==> src/rtl/apb3_cmd_master.sv <==
// apb3_cmd_master
//   Fabric-side APB3 initiator. Accepts single-beat read/write commands on a
//   valid/ready handshake, runs one APB3 SETUP/ACCESS transfer per command and
//   returns read data plus error/timeout status on a response handshake.
//   Only one transfer is outstanding at a time.
//
// Parameters
//   ADDR_W  : PADDR / cmd_addr width
//   DATA_W  : PWDATA / PRDATA / rsp_rdata width
//   TIMEOUT : ACCESS cycles with PREADY low before abort (0 = never abort)
//
// Ports
//   PCLK, PRESET               : clock, synchronous active-high reset
//   cmd_valid/ready/write/addr/wdata : command handshake
//   rsp_valid/ready/rdata/err/timeout : response handshake
//   PSEL, PENABLE, PWRITE, PADDR, PWDATA : APB3 request outputs
//   PRDATA, PREADY, PSLVERR     : APB3 slave returns
module apb3_cmd_master #(
  parameter int unsigned ADDR_W  = 32,
  parameter int unsigned DATA_W  = 32,
  parameter int unsigned TIMEOUT = 255
) (
  input  logic              PCLK,
  input  logic              PRESET,
  input  logic              cmd_valid,
  output logic              cmd_ready,
  input  logic              cmd_write,
  input  logic [ADDR_W-1:0] cmd_addr,
  input  logic [DATA_W-1:0] cmd_wdata,
  output logic              rsp_valid,
  input  logic              rsp_ready,
  output logic [DATA_W-1:0] rsp_rdata,
  output logic              rsp_err,
  output logic              rsp_timeout,
  output logic              PSEL,
  output logic              PENABLE,
  output logic              PWRITE,
  output logic [ADDR_W-1:0] PADDR,
  output logic [DATA_W-1:0] PWDATA,
  input  logic [DATA_W-1:0] PRDATA,
  input  logic              PREADY,
  input  logic              PSLVERR
);

  localparam int unsigned CNT_W = (TIMEOUT == 0) ? 1 : $clog2(TIMEOUT + 1);
  localparam logic [CNT_W-1:0] TO_LAST = (TIMEOUT == 0) ? '0 : CNT_W'(TIMEOUT - 1);

  typedef enum logic [1:0] {
    IDLE,
    SETUP,
    ACCESS,
    RESP
  } state_t;

  state_t             state_q, state_d;
  logic [CNT_W-1:0]   cnt_q, cnt_d;
  logic               pwrite_q, pwrite_d;
  logic [ADDR_W-1:0]  paddr_q, paddr_d;
  logic [DATA_W-1:0]  pwdata_q, pwdata_d;
  logic [DATA_W-1:0]  rdata_q, rdata_d;
  logic               err_q, err_d;
  logic               to_q, to_d;
  logic               psel_q, penable_q, rsp_valid_q, cmd_ready_q;

  always_comb begin
    state_d  = state_q;
    cnt_d    = cnt_q;
    pwrite_d = pwrite_q;
    paddr_d  = paddr_q;
    pwdata_d = pwdata_q;
    rdata_d  = rdata_q;
    err_d    = err_q;
    to_d     = to_q;

    unique case (state_q)
      IDLE: begin
        // cmd_ready is high throughout IDLE, so cmd_valid alone is the handshake
        if (cmd_valid) begin
          pwrite_d = cmd_write;
          paddr_d  = cmd_addr;
          pwdata_d = cmd_wdata;
          state_d  = SETUP;
        end
      end
      SETUP: begin
        cnt_d   = '0;
        state_d = ACCESS;
      end
      ACCESS: begin
        // PREADY is checked first so a completion on the timeout cycle wins
        if (PREADY) begin
          rdata_d = pwrite_q ? '0 : PRDATA;
          err_d   = PSLVERR;
          to_d    = 1'b0;
          state_d = RESP;
        end else if ((TIMEOUT != 0) && (cnt_q == TO_LAST)) begin
          rdata_d = '0;
          err_d   = 1'b1;
          to_d    = 1'b1;
          state_d = RESP;
        end else if (cnt_q != '1) begin
          cnt_d = cnt_q + 1'b1;
        end
      end
      RESP: begin
        if (rsp_ready) begin
          state_d = IDLE;
        end
      end
      default: state_d = IDLE;
    endcase
  end

  // Handshake/APB strobes are decoded from the next state so they come
  // straight out of flops and line up with the state they describe.
  always_ff @(posedge PCLK) begin
    if (PRESET) begin
      state_q     <= IDLE;
      cnt_q       <= '0;
      pwrite_q    <= 1'b0;
      paddr_q     <= '0;
      pwdata_q    <= '0;
      rdata_q     <= '0;
      err_q       <= 1'b0;
      to_q        <= 1'b0;
      psel_q      <= 1'b0;
      penable_q   <= 1'b0;
      rsp_valid_q <= 1'b0;
      cmd_ready_q <= 1'b1;
    end else begin
      state_q     <= state_d;
      cnt_q       <= cnt_d;
      pwrite_q    <= pwrite_d;
      paddr_q     <= paddr_d;
      pwdata_q    <= pwdata_d;
      rdata_q     <= rdata_d;
      err_q       <= err_d;
      to_q        <= to_d;
      psel_q      <= (state_d == SETUP) || (state_d == ACCESS);
      penable_q   <= (state_d == ACCESS);
      rsp_valid_q <= (state_d == RESP);
      cmd_ready_q <= (state_d == IDLE);
    end
  end

  assign cmd_ready   = cmd_ready_q;
  assign rsp_valid   = rsp_valid_q;
  assign rsp_rdata   = rdata_q;
  assign rsp_err     = err_q;
  assign rsp_timeout = to_q;
  assign PSEL        = psel_q;
  assign PENABLE     = penable_q;
  assign PWRITE      = pwrite_q;
  assign PADDR       = paddr_q;
  assign PWDATA      = pwdata_q;

endmodule

==> config.mk <==
export PLATFORM = sky130hd
export DESIGN_NAME = apb3_cmd_master
export DESIGN_NICKNAME = d
export VERILOG_FILES = /design/src/rtl/apb3_cmd_master.sv
export SDC_FILE = /design/constraint.sdc
export NUM_CORES = 1
export LEC_CHECK = 0
export ABC_AREA = 1
export CORE_ASPECT_RATIO = 1.75
export CORE_MARGIN = 8
export CORE_UTILIZATION = 25
export DETAILED_ROUTE_END_ITERATION = 8
export GPL_TIMING_DRIVEN = 0
export SLEW_MARGIN = 20
export SYNTH_ARGS = -nofsm -noshare
export SYNTH_HDL_FRONTEND = slang
export SYNTH_SLANG_ARGS = --single-unit
==> constraint.sdc <==
create_clock -name PCLK -period 3.7 [get_ports PCLK]
set_input_delay 0.74 -clock PCLK [delete_from_list [all_inputs] [get_ports PCLK]]
set_output_delay 0.74 -clock PCLK [all_outputs]
set_load 0.02 [all_outputs]
## Word-level counts from Yosys, hierarchy flattened

Cells that the tools add are included.

- Add/sub/neg operators: 1
- Equality and inequality tests: 11
- Multiplexer cells: 15
- Reductions and logical operators: 8

Operators by type and width:

| cell | number |
|---|---|
| $mux W32 | 3 |
| $mux W8 | 3 |
| $pmux W8 S2 | 1 |
| $add A8 B1 Y8 const B | 1 |
| $eq A2 B2 Y1 const B | 4 |
| $eq A8 B8 Y1 const B | 1 |
| $mux W2 | 4 |
| $ne A8 B8 Y1 const B | 1 |
| $pmux W2 S4 | 1 |
| $ne A2 B2 Y1 const B | 3 |
| $eq A2 B1 Y1 const B | 2 |
| $logic_not A2 Y1 | 2 |
| $reduce_and A2 Y1 | 2 |
| $reduce_and A4 Y1 | 1 |
| $reduce_bool A2 Y1 | 2 |
| $mux W1 | 3 |
| $logic_or A1 B1 Y1 | 1 |

- Bits in registers: 113
- Bits of input ports: 103
- Output and inout port bits: 103

## Longest topological paths before layout

Gate-level depths: netlist (run 1).

- Depth after elaboration: 6
- Depth in mapped cells: 12
- Mapped depth without buffers: 12

## Worst setup path before layout (run 1)

No wires, ideal clock.

- Kind: input-to-reg
- Start point: input port PREADY
- End point: register cmd_ready_q, in the netlist cmd_ready
- Setup time: 0.123 ns
- Data arrival time: 1.656 ns
- Setup slack: 1.920 ns
- Stages: 7
- Cell sequence: nand3_1 nand2_4 inv_4 nand3_1 inv_1 ha_1 or2_2

- Longest elaborated chain between the ends: 3

RTL lines:

| what | RTL line | text |
|---|---|---|
| from (decl) | 41 | `input logic PREADY,` |
| $mux W2 | 91 | `if (PREADY) begin` |
| $pmux W2 S4 | 75 | `unique case (state_q)` |
| via state_d[0] | 55 | `state_t state_q, state_d;` |
| $logic_not A2 Y1 | 142 | `cmd_ready_q <= (state_d == IDLE);` |
| to (signal assigned) | 142 |  |
| to (decl) | 63 | `logic psel_q, penable_q, rsp_valid_q, cmd_ready_q;` |

The timed path passes the listed nets, and every way through them passes these cells.
A chain may end at the register's enable or synchronous reset.

## Worst setup path in the final report (run 1)

- Start point: register pwrite_q, in the netlist PWRITE
- End point: output port PWRITE

RTL lines:

| what | RTL line | text |
|---|---|---|
| from (decl) | 57 | `logic pwrite_q, pwrite_d;` |
| from (signal assigned) | 133 | `pwrite_q <= pwrite_d;` |
| to (decl) | 37 | `output logic PWRITE,` |

No word-level cell between the ends.

==> results of run 1 <==
[synth_stat cells]
library cell	instances	share of area, %
a21oi_1	40	4.7
nand3_2	2	0.47
nor3_1	1	0.12
nor2_4	2	0.53
or2_2	1	0.15
inv_2	3	0.26
nand2_1	90	7.9
nor2_1	159	14
nand3_4	1	0.41
nand3_1	13	1.5
ha_1	5	1.5
nand2_2	2	0.29
buf_4	2	0.35
buf_2	13	1.5
nor3b_1	1	0.18
buf_6	4	1.1
inv_4	1	0.15
nor3_4	1	0.38
o211ai_1	1	0.18
nand2_4	2	0.53
dfxtp_1	113	53
inv_1	22	1.9
o21ai_0	71	8.3
clkbuf_1	12	1.1
[flip-flops by register name, summed over array words and instances (netlist names)]
name	cells
PADDR	32
PENABLE	1
PSEL	1
PWDATA	32
PWRITE	1
cmd_ready	1
cnt_q	8
rsp_err	1
rsp_rdata	32
rsp_timeout	1
rsp_valid	1
state_q	2
[power by group through the flow]
stage / combinational, mW / sequential [mW] / clock (mW)
after floorplan: 0.269 / 1.55 / 0
after global placement: 0.819 / 1.41 / 0
after detailed placement: 0.818 / 1.42 / 0
after CTS: 0.821 / 1.39 / 1.74
after global routing: 0.892 / 1.41 / 1.79
final: 0.805 / 1.39 / 1.69
[worst paths after layout]
path,from,slack [ps],depth (start not counted),end
max,PWRITE,1440,1,PWRITE
min,rsp_timeout,450,2,rsp_timeout
max reg2reg,cnt_q[0],1800,11,cmd_ready
min reg2reg,rsp_timeout,450,2,rsp_timeout
[cell families (layout without fill, tap and decap cells)]
| kind of cell | after synthesis | in the layout | synth area share [%] |
|---|---|---|---|
| buffers and inverters | 57 | 293 | 6.30 |
| flip-flops | 113 | 113 | 52.8 |
| adder cells (fa/ha/maj) | 5 | 5 | 1.46 |
| AND/OR/NAND/NOR | 275 | 275 | 26.3 |
| AO/OA/AOI/OAI | 112 | 112 | 13.1 |
[final cells by class]
class / count / area (um2) / share of cell area [%]
buffer: 31 / 170 / 2.35
inverter: 26 / 100 / 1.38
tap: 227 / 284 / 3.93
clock inverter: 12 / 158 / 2.18
multi-input combinational: 392 / 1760 / 24.3
timing repair buffer: 204 / 2040 / 28.2
clock buffer: 20 / 457 / 6.32
sequential: 113 / 2260 / 31.3
[per-layer routing]
layer	up-vias	routed length [um]
li1	2235	-
met1	1900	5410
met2	121	8340
met3	21	1070
met4	0	403
met5	-	0
==> results.json, run 1 <==
{
  "htreeDepth": 4,
  "grt_max_degree": 17,
  "clkTransAtPathRegs_ps": 50,
  "crit_chain": "clkdlybuf4s50_1",
  "start_util_pct": 25.4,
  "hp-class": "reg2reg",
  "vdd_ir_drop_max_mv": 0.319,
  "ys_warn_count": 0,
  "die_area_um2": 21800,
  "setup_tns_ps": 0,
  "p_int_mw": 2.81,
  "end_kind": "primary output",
  "hold_ws_ps": 448,
  "ys_seq_area_share_pct": 52.8,
  "dpl_cell_area_um2": 6610,
  "first_global_vias": 4295,
  "fin_worst_skew_ps": 10.8,
  "grtUsageTotal_pct": 14.3,
  "drt-total-wl_um": 15200,
  "use_met2_pct": 26.7,
  "use_met3_pct": 4.66,
  "critPathBufInv": 1,
  "worstPathArrival_ps": 1520,
  "total_leakage_power_nw": 2.80,
  "dp.final_hpwl_um": 11900,
  "layout.filler_cells": 1777,
  "synth.cell_area_um2": 4290,
  "post_cts_buffers": 0,
  "drive_gt1_share_pct": 8.15,
  "p_per_area_nw_per_um2": 538,
  "insertion_delay_ps": 400,
  "period_share_pct": 61.2,
  "fp.dieH_um": 189,
  "critPathMaxFanout": 4,
  "cts_tree": "built",
  "setup_viol": 0,
  "dp.cells": 993,
  "finalMaxSlewViolations": 0,
  "gp_congestion": 0.815,
  "synth_cell_types": 24,
  "wire_per_inst_um": 14.9,
  "final_core_util_pct": 42.8,
  "cp_data_required_time_ps": 2960,
  "cts.sinks": 113,
  "setup_ws_ps": 1440,
  "antenna-diode-count": 0,
  "routed_via_density": 4.17,
  "relSlewSlack_pct": 60.6,
  "grt-ovfl-total": 0,
  "postCtsHoldBufs": 0,
  "pwr-share-comb_pct": 20.7,
  "clock_power_share_pct": 43.5,
  "coreArea_um2": 16900,
  "io_pins": 206,
  "swShare_pct": 27.8,
  "busiest_layer": "met2",
  "status": "finished clean",
  "layout_min_cycle_time_ps": 2260,
  "synth_cells": 562,
  "cts_resized": 0,
  "startpoint_type": "register",
  "final_net_count": 893,
  "crit_slowest_cell": "clkdlybuf4s50_1",
  "clk_path_buf_depth": 2,
  "numCtsBuffers": 17,
  "crit_type": "reg2out",
  "dr.pass1.iters": 4,
  "tightest_slew_ps": 585,
  "antenna_left": 0,
  "stdcell_count": 1025,
  "root_buffer": "clkbuf_16",
  "total_power_mw": 3.89,
  "cp_top_family": "buffers and inverters",
  "place_worst_setup_slack_ps": 1120,
  "fmax_mhz": 442,
  "syn-num-nets": 670,
  "rsz0062_at_grt": "no",
  "grt_use_met1_pct": 13.7,
  "synth.avg_cell_area_um2": 7.63,
  "rows": 63,
  "final_area_um2": 7230,
  "mostFrequentLayoutCell": "clkdlybuf4s50_1",
  "drt_iter0_markers": 121,
  "drc_errors": 0,
  "maxCapViolations": 0,
  "vias": 4277,
  "power_frac_seq_pct": 35.8,
  "io_buffer_count": 204,
  "crit_path_max_incr_delay_ps": 670,
  "synth_seq_cells": 113,
  "syn_to_final_growth_pct": 68.6,
  "final_cell_mix": "clkdlybuf4s50_1, nor2_1, dfxtp_1",
  "hold_viol": 0,
  "grt_antenna_before_repair": 0,
  "grt_pass1_wl_um": 23800,
  "p_sw_mw": 1.08,
  "die_w_um": 115
}
Power figures use the tool's default switching activity.
==> run 2: changes to the inputs <==
==> constraint.sdc (replaced) <==
create_clock -name PCLK -period 2 [get_ports PCLK]
set_input_delay 0.4 -clock PCLK [delete_from_list [all_inputs] [get_ports PCLK]]
set_output_delay 0.4 -clock PCLK [all_outputs]
set_load 0.02 [all_outputs]
==> run 2 against run 1 <==
Combinational power is 85% higher. Worst hold slack got worse by 130 ps. Sequential share of layout area down 0.060 points. Highest routed layer unchanged.
==> results.json, run 2 (synthesized netlist as in run 1, its figures left out) <==
{
  "setup_ws_ps": 74.8,
  "root_buffer": "clkbuf_16",
  "cp_data_required_time_ps": 1600,
  "dr.pass1.iters": 4,
  "die_w_um": 115,
  "numCtsBuffers": 17,
  "busiest_layer": "met2",
  "dp.cells": 993,
  "syn_to_final_growth_pct": 68.9,
  "io_pins": 206,
  "antenna-diode-count": 0,
  "vias": 4291,
  "hold_depth": 2,
  "maxCapViolations": 0,
  "grtUsageTotal_pct": 14.3,
  "layout.filler_cells": 1776,
  "place_worst_setup_slack_ps": -241,
  "antenna_left": 0,
  "fin_worst_skew_ps": 11.3,
  "drt_iter0_markers": 131,
  "use_met3_pct": 4.66,
  "multi_input_area_um2": 1770,
  "drive_gt1_share_pct": 8.40,
  "clkTransAtPathRegs_ps": 60,
  "end_kind": "primary output",
  "final_cell_mix": "clkdlybuf4s50_1, nor2_1, dfxtp_1",
  "cp_top_family": "buffers and inverters",
  "coreArea_um2": 16900,
  "start_util_pct": 25.4,
  "dp.final_hpwl_um": 11900,
  "p_per_area_nw_per_um2": 994,
  "insertion_delay_ps": 400,
  "cts_tree": "built",
  "grt_use_met1_pct": 13.7,
  "setup_viol": 0,
  "fp.dieH_um": 189,
  "startpoint_type": "register",
  "layout_min_cycle_time_ps": 1930,
  "crit_type": "reg2out",
  "final_net_count": 893,
  "hold_end": "rsp_rdata[31]",
  "die_area_um2": 21800,
  "cts_resized": 0,
  "grt_pass1_wl_um": 23800,
  "status": "finished clean",
  "post_cts_buffers": 0,
  "use_met2_pct": 26.7,
  "finalMaxSlewViolations": 0,
  "seqCellArea_um2": 2260,
  "drc_errors": 0,
  "hold_viol": 0,
  "grt_max_degree": 17,
  "mostFrequentLayoutCell": "clkdlybuf4s50_1",
  "routed_via_density": 4.19,
  "crit_chain": "clkdlybuf4s50_1",
  "cts.sinks": 113,
  "gp_congestion": 0.815,
  "io_buffer_count": 204,
  "critPathMaxFanout": 4,
  "first_global_vias": 4295,
  "period_share_pct": 96.3,
  "crit_path_max_incr_delay_ps": 670,
  "crit_slowest_cell": "clkdlybuf4s50_1",
  "hp-class": "in2reg",
  "tightest_slew_ps": 580,
  "wire_per_inst_um": 14.9,
  "vdd_ir_drop_max_mv": 0.591,
  "rsz0062_at_grt": "no",
  "r2r_start": "cnt_q[0]",
  "r2r-end": "cmd_ready",
  "critPathBufInv": 1,
  "rows": 63,
  "relSlewSlack_pct": 60.9,
  "hp-start": "PRESET",
  "clk_path_buf_depth": 2,
  "ff2ff_setup_slack_ps": 180,
  "htreeDepth": 4,
  "grt-ovfl-total": 0,
  "worstPathArrival_ps": 1530,
  "drt-total-wl_um": 15300,
  "grt_antenna_before_repair": 0,
  "rr_worst_depth": 11,
  "total_leakage_power_nw": 2.81,
  "stdcell_count": 1025,
  "fmax_mhz": 519,
  "postCtsHoldBufs": 0
}
[run 2: worst max-delay path by stage]
stage	start	to	depth (start not counted)
after CTS	PWRITE	PWRITE	1
after global routing	PWRITE	PWRITE	1
after detailed placement	PREADY	cmd_ready	8
after global placement	PREADY	cmd_ready	8
after floorplan	cnt_q[0]	cmd_ready	11
final	PWRITE	PWRITE	1
[run 2: per-layer routing]
metal	vias to the layer above	share of wire, %
li1	2233	-
met1	1898	35
met2	137	55
met3	23	7.5
met4	0	2.9
met5	-	0
[run 2: where the power goes]
part	leakage [nW]	internal, mW	switching (mW)
Combinational	1.59	0.700	0.793
Clock	0.293	2.03	1.10
Sequential	0.928	2.47	0.108
[run 2: layout make-up]
type,instances,share of cell area [%]
plain buffers,31,2.35
inverters,26,1.38
well taps,227,3.92
multi-input cells,392,24.4
clock inverters,12,2.18
repair buffers,204,28.2
flip-flops and latches,113,31.2
clock buffers,20,6.31
[run 2: per-stage QoR]
| step | power, mW | hold slack [ps] | area, um2 | setup TNS, ps | util [%] |
|---|---|---|---|---|---|
| 3_3_place_gp | 4.13 | 442 | 6610 | -2350 | 39.2 |
| 6_report | 7.20 | 317 | 7240 | 0 | 42.9 |
| 4_1_cts | 7.32 | 305 | 7230 | 0 | 42.8 |
| 3_5_place_dp | 4.14 | 443 | 6610 | -1080 | 39.2 |
| 5_1_grt | 7.57 | 323 | 7240 | 0 | 42.9 |
| 2_1_floorplan | 3.36 | 484 | 4290 | 0 | - |
